$ cat src/rtl/regfile_writeback_ctrl.sv
// Write-side controller for the register file: buffers MEM/WB results, drives the
// registered write port, and keeps a per-register in-flight scoreboard for RAW hazards.
module regfile_writeback_ctrl #(
  parameter int DATA_W     = 32,
  parameter int AW         = 4,
  parameter int FIFO_DEPTH = 2,
  parameter int PEND_W     = 2
) (
  input  logic                 clk,
  input  logic                 reset,
  input  logic                 iss_valid,
  input  logic [AW-1:0]        iss_dreg,
  output logic                 iss_ready,
  input  logic                 res_valid,
  output logic                 res_ready,
  input  logic [AW-1:0]        res_dreg,
  input  logic [DATA_W-1:0]    res_data,
  input  logic                 res_wen,
  input  logic                 sp_wr_en,
  input  logic                 wb_stall,
  input  logic [AW-1:0]        rd_reg1,
  input  logic [AW-1:0]        rd_reg2,
  output logic                 hazard,
  output logic [2**AW-1:0]     busy,
  output logic                 wb_we,
  output logic [AW-1:0]        wb_dreg,
  output logic [DATA_W-1:0]    wb_data,
  output logic [1:0]           err
);

  localparam int NREG  = 2**AW;
  localparam int PTR_W = (FIFO_DEPTH > 1) ? $clog2(FIFO_DEPTH) : 1;
  localparam int CNT_W = PTR_W + 1;
  // PC and SP are the two highest-numbered registers (R15/R14 for AW=4)
  localparam logic [AW-1:0] PC_REG = AW'(NREG - 1);
  localparam logic [AW-1:0] SP_REG = AW'(NREG - 2);

  typedef struct packed {
    logic [AW-1:0]     dreg;
    logic [DATA_W-1:0] data;
    logic              wen;
    logic              sp_ok;
  } wb_ent_t;

  typedef enum logic [1:0] {
    ERR_NONE  = 2'b00,
    ERR_PC    = 2'b01,
    ERR_SP    = 2'b10,
    ERR_UFLOW = 2'b11
  } err_e;

  wb_ent_t                      r_mem [FIFO_DEPTH];
  logic    [PTR_W-1:0]          r_wptr, r_rptr;
  logic    [CNT_W-1:0]          r_cnt;
  logic    [NREG-1:0][PEND_W-1:0] r_pend;

  wb_ent_t w_head;
  logic    w_push, w_pop;
  logic    w_pc_hit, w_sp_deny, w_uflow;

  // Ready comes only from the registered count, so a full FIFO refuses a push
  // even on an edge where the head is popped.
  assign res_ready = (r_cnt < CNT_W'(FIFO_DEPTH));
  assign w_push    = res_valid & res_ready;
  assign w_pop     = ~wb_stall & (r_cnt != '0);
  assign w_head    = r_mem[r_rptr];

  assign w_pc_hit  = (w_head.dreg == PC_REG);
  assign w_sp_deny = (w_head.dreg == SP_REG) & ~w_head.sp_ok;
  assign w_uflow   = w_pop & (r_pend[w_head.dreg] == '0);

  always_ff @(posedge clk) begin
    if (w_push) r_mem[r_wptr] <= '{dreg: res_dreg, data: res_data, wen: res_wen, sp_ok: sp_wr_en};
  end

  always_ff @(posedge clk or negedge reset) begin
    if (!reset) begin
      r_wptr <= '0;
      r_rptr <= '0;
      r_cnt  <= '0;
    end else begin
      if (w_push) r_wptr <= r_wptr + PTR_W'(1);
      if (w_pop)  r_rptr <= r_rptr + PTR_W'(1);
      case ({w_push, w_pop})
        2'b10:   r_cnt <= r_cnt + CNT_W'(1);
        2'b01:   r_cnt <= r_cnt - CNT_W'(1);
        default: r_cnt <= r_cnt;
      endcase
    end
  end

  // One saturating up/down counter per architectural register.
  for (genvar g = 0; g < NREG; g++) begin : g_pend
    logic w_inc, w_hit;
    assign w_inc   = iss_valid & iss_ready & (iss_dreg == AW'(g));
    assign w_hit   = w_pop & (w_head.dreg == AW'(g));
    assign busy[g] = |r_pend[g];

    always_ff @(posedge clk or negedge reset) begin
      if (!reset)                                      r_pend[g] <= '0;
      else if (w_inc && !w_hit)                        r_pend[g] <= r_pend[g] + PEND_W'(1);
      else if (w_hit && !w_inc && r_pend[g] != '0)     r_pend[g] <= r_pend[g] - PEND_W'(1);
    end
  end

  assign iss_ready = ~&r_pend[iss_dreg];
  assign hazard    = busy[rd_reg1] | busy[rd_reg2];

  always_ff @(posedge clk or negedge reset) begin
    if (!reset) begin
      wb_we   <= 1'b0;
      wb_dreg <= '0;
      wb_data <= '0;
      err     <= ERR_NONE;
    end else if (w_pop) begin
      wb_we   <= w_head.wen & ~w_pc_hit & ~w_sp_deny;
      wb_dreg <= w_head.dreg;
      wb_data <= w_head.data;
      if (w_uflow)        err <= ERR_UFLOW;
      else if (w_pc_hit)  err <= ERR_PC;
      else if (w_sp_deny) err <= ERR_SP;
      else                err <= ERR_NONE;
    end else begin
      wb_we <= 1'b0;
      err   <= ERR_NONE;
    end
  end

endmodule
$ cat config.mk
export PLATFORM = sky130hd
export DESIGN_NAME = regfile_writeback_ctrl
export DESIGN_NICKNAME = d
export VERILOG_FILES = /design/src/rtl/regfile_writeback_ctrl.sv
export SDC_FILE = /design/constraint.sdc
export NUM_CORES = 1
export LEC_CHECK = 0
export BUFFER_PORTS_ARGS = -buffer_cell sky130_fd_sc_hd__buf_2
export CAP_MARGIN = 40
export CELL_PAD_IN_SITES_DETAIL_PLACEMENT = 1
export CELL_PAD_IN_SITES_GLOBAL_PLACEMENT = 1
export CORE_MARGIN = 1
export CORE_UTILIZATION = 41
export DETAILED_ROUTE_END_ITERATION = 10
export PLACE_DENSITY = 0.83
export REMOVE_ABC_BUFFERS = 1
export SLEW_MARGIN = 20
export SYNTH_ARGS = -nofsm -noshare
export SYNTH_HDL_FRONTEND = slang
export SYNTH_SLANG_ARGS = --single-unit
$ cat constraint.sdc
create_clock -name clk -period 2.4 [get_ports clk]
set_input_delay 0.48 -clock clk [delete_from_list [all_inputs] [get_ports clk]]
set_output_delay 0.48 -clock clk [all_outputs]
set_load 0.01 [all_outputs]
==> run_results.csv <==
group,metric,value,unit
yosys,muxShareOfSynthArea,15.84,%
die,core_area,16760,um2
final_layout,multiInputGateArea,2879,um2
place,io_buffers,112,
yosys,synth_flop_cell,"edfxtp_1",
pwr,power_switching,3.842,mW
sta,fmaxAchievable,388.5,MHz
grt,grt_first_pass_wirelength,30830,um
yosys,synthesis.instances,551,
worst_hold_path,hold_class,"input port to asynchronous set/reset pin",
detailed_routing,wire_per_inst,20.42,um
pwr,intPower,6.711,mW
sta,post-route-period-util,107.3,%
critical_path,cpLargestDelayFamily,"multiplexers",
sta,worst_pin_slew,0.6064,ns
critical_path,cp.arrival,2.09,ns
yosys,synth.top_cell.area_share,32.17,%
critical_path,max_stage_delay,0.48,ns
outcome,violations,"setup timing",
final_layout,nets,800,
sta,grt_setup_unrepaired,"yes",
yosys,synth_simple_gate_area_share,8.660,%
final_layout,drive_above_1_share,42.01,%
grt,grt-ovfl-total,0,
critical_path,path_buf_inv,1,
yosys,synthAdderAreaFrac,0.1764,%
critical_path,worstReg2RegStart,"r_pend[14]$_DFFE_PN0P_",
grt,grt_max_degree,63,
pwr,power_frac_seq,38.2,%
yosys,yosysMostFrequentCell,"edfxtp_1",
sta,fin_crit,2.574,ns
critical_path,cp_max_fo,3,
sta,hold_slack,0.05849,ns
yosys,yosysTopAreaCell,"edfxtp_1",
yosys,synth-edff-count,76,
outcome,status,"finished with violations",
detailed_routing,route.detailed.drc,0,
yosys,ys_ff_latch,151,
pwr,combPwrFrac,38.4,%
grt,track_usage,22.83,%
critical_path,crit_path_frequent_cell,"mux4_2",
critical_path,regToRegEndpoint,"r_pend[24]$_DFFE_PN0P_",
detailed_routing,viasPerCell,5.361,
critical_path,crit_required,1.92,ns
critical_path,worst-r2r-setup-slack,0.02,ns
critical_path,slowest_stage,"mux4_2",
critical_path,crit_type,"flop to output port",
clock_network,htree_levels,4,
critical_path,critPathLaunch,"r_pend[25]$_DFFE_PN0P_",
clock_network,cts.path.max_buffers,2,
grt,antenna_found_initial,1,
clock_network,cts.sinks,151,
yosys,yosysWarnings,0,
yosys,synth_common_cells,"edfxtp_1 (76), dfrtp_1 (75), nand2_1 (58)",
yosys,async_reset_ff_share,49.67,%
clock_network,cts_tree,"built",
detailed_routing,totalWireLength,19990,um
pwr,p_per_area,1140,nW/um2
critical_path,start_kind,"flop",
sta,final-hold-violation-count,0,
critical_path,r2r_cells,9,
place,hpwl,13840,um
yosys,synth_cell_type_count,46,
yosys,avgSynthCellArea,12.88,um2
sta,fin_skew,0.01199,ns
yosys,yosysSeqAreaShare,58.62,%
die,row_count,47,
clock_network,numCtsBuffers,17,
flow_run,maxCapViolations,0,
sta,finalWorstSetupSlack,-0.1742,ns
die,dieWidth,133.5,um
sta,max_slew_margin,59.43,%
grt,grt_pass1_vias,5786,
clock_network,clock_latency,0.42,ns
clock_network,clk_pin_slew,0.07,ns
place,gp_congestion,0.9115,
clock_network,cts_hold_buf,0,
critical_path,critPathCaptureType,"output port",
final_layout,regArea,4179,um2
die,pin_count,113,
sta,setup-violations-final,2,
detailed_routing,drt-pass1-iter-count,4,
yosys,synth-compound-area-share,10.67,%
die,fp.dieH,133.5,um
pwr,netSwitchingFraction,36.41,%
die,dieArea,17830,um2
clock_network,cts_root_buf,"clkbuf_16",
detailed_routing,vias,5248,
detailed_routing,ant_nets,0,
pwr,ir_drop,616.8,uV
yosys,synthTopCellsByArea,"edfxtp_1 (32%), dfrtp_1 (26%), mux2i_1 (7.5%)",
pwr,p_leak,4.079,nW
sta,drv_slew,0,
die,initial_core_util,42.33,%
pwr,power_frac_clock,23.4,%
yosys,synth_xor_area_share,2.469,%
critical_path,crit_chain,"nor2_1, mux4_2, mux4_2, nand2_1, buf_2",
yosys,syn-cell-area,7094,um2
pwr,power,10.55,mW
final_layout,final.fill_count,1752,
detailed_routing,drt_iter0_drc,210,
yosys,synth_top_family_by_area,"multiplexers",
final_layout,syn_to_final_growth,30.44,%
-- cells in the final DEF (no fill, tap or decap), drive strengths merged, types with 3 or more instances in the layout --
cell type    n
buf        201
edfxtp      76
dfrtp       75
nand2       58
nor2        55
mux2i       53
o21ai       34
inv         25
xnor2       20
mux4        19
clkbuf      17
a21boi      16
o22a        15
mux2        14
o211ai      14
and3         8
nor3         6
nand3        5
clkinvlp     5
clkinv       5
o2111ai      4
o21bai       4
a21oi        3
a2bb2oi      3
-- flip-flops by register name, summed over array words and instances (netlist names) --
register	count
err	2
r_cnt	2
r_mem	76
r_pend	32
r_rptr	1
r_wptr	1
wb_data	32
wb_dreg	4
wb_we	1
-- timing repair --
item                       in CTS  in global routing
resized for setup              20                 51
setup endpoints to repair       2                 10
pin swaps                       2                  9
buffers inserted               30                 15
-- power by group through the flow --
stage | Clock [mW] | Sequential [mW] | Combinational (mW)
floorplan | 0 | 4.17 | 1.80
global placement | 0 | 4.01 | 3.26
detailed placement | 0 | 4.07 | 3.46
CTS | 2.53 | 3.98 | 3.83
global route | 2.62 | 4.11 | 4.38
finish | 2.47 | 4.04 | 4.05
-- cell families after synthesis --
group / after synthesis
XOR/XNOR: 20
adder cells (fa/ha/maj): 1
AO/OA/AOI/OAI: 102
flip-flops: 151
AND/OR/NAND/NOR: 144
buffers and inverters: 47
multiplexers: 86
-- area by class of cell --
class                   count  area share [%]
clock inverters            15           1.325
repair buffers            201           13.97
flip-flops and latches    151           45.16
well taps                 220           2.975
clock buffers              17           4.597
inverters                  20          0.8112
diodes                      2         0.05408
multi-input cells         353           31.11
-- per-layer routing --
layer	GRT usage (%)	part of all wire (%)	vias to the layer above
met2	40.71	54	155
met3	5.898	5.4	30
met4	8.586	2.0	0
li1	-	-	2406
met1	26.21	38	2657
met5	0	0	-
-- worst max path at each step --
stage | to | cells after the start
finish | hazard | 5
global route | hazard | 5
CTS | hazard | 5
detailed placement | r_pend[14]$_DFFE_PN0P_ | 9
global placement | r_pend[6]$_DFFE_PN0P_ | 8
floorplan | r_pend[6]$_DFFE_PN0P_ | 6
-- through the flow --
step | area, um2 | utilization, % | TNS (ns) | instances | setup slack (ns)
after floorplan | 6917 | - | -90.96 | 524 | -1.588
after global placement | 8132 | 48.52 | -3.275 | 900 | -0.1777
after detailed placement | 8132 | 48.52 | -7.201 | 900 | -0.3707
after CTS | 8964 | 53.48 | -0.3513 | 962 | -0.1803
after global routing | 9249 | 55.18 | -0.5873 | 977 | -0.2274
final | 9254 | 55.21 | -0.3310 | 979 | -0.1742
No activity file was read; power rests on OpenSTA's default activity.
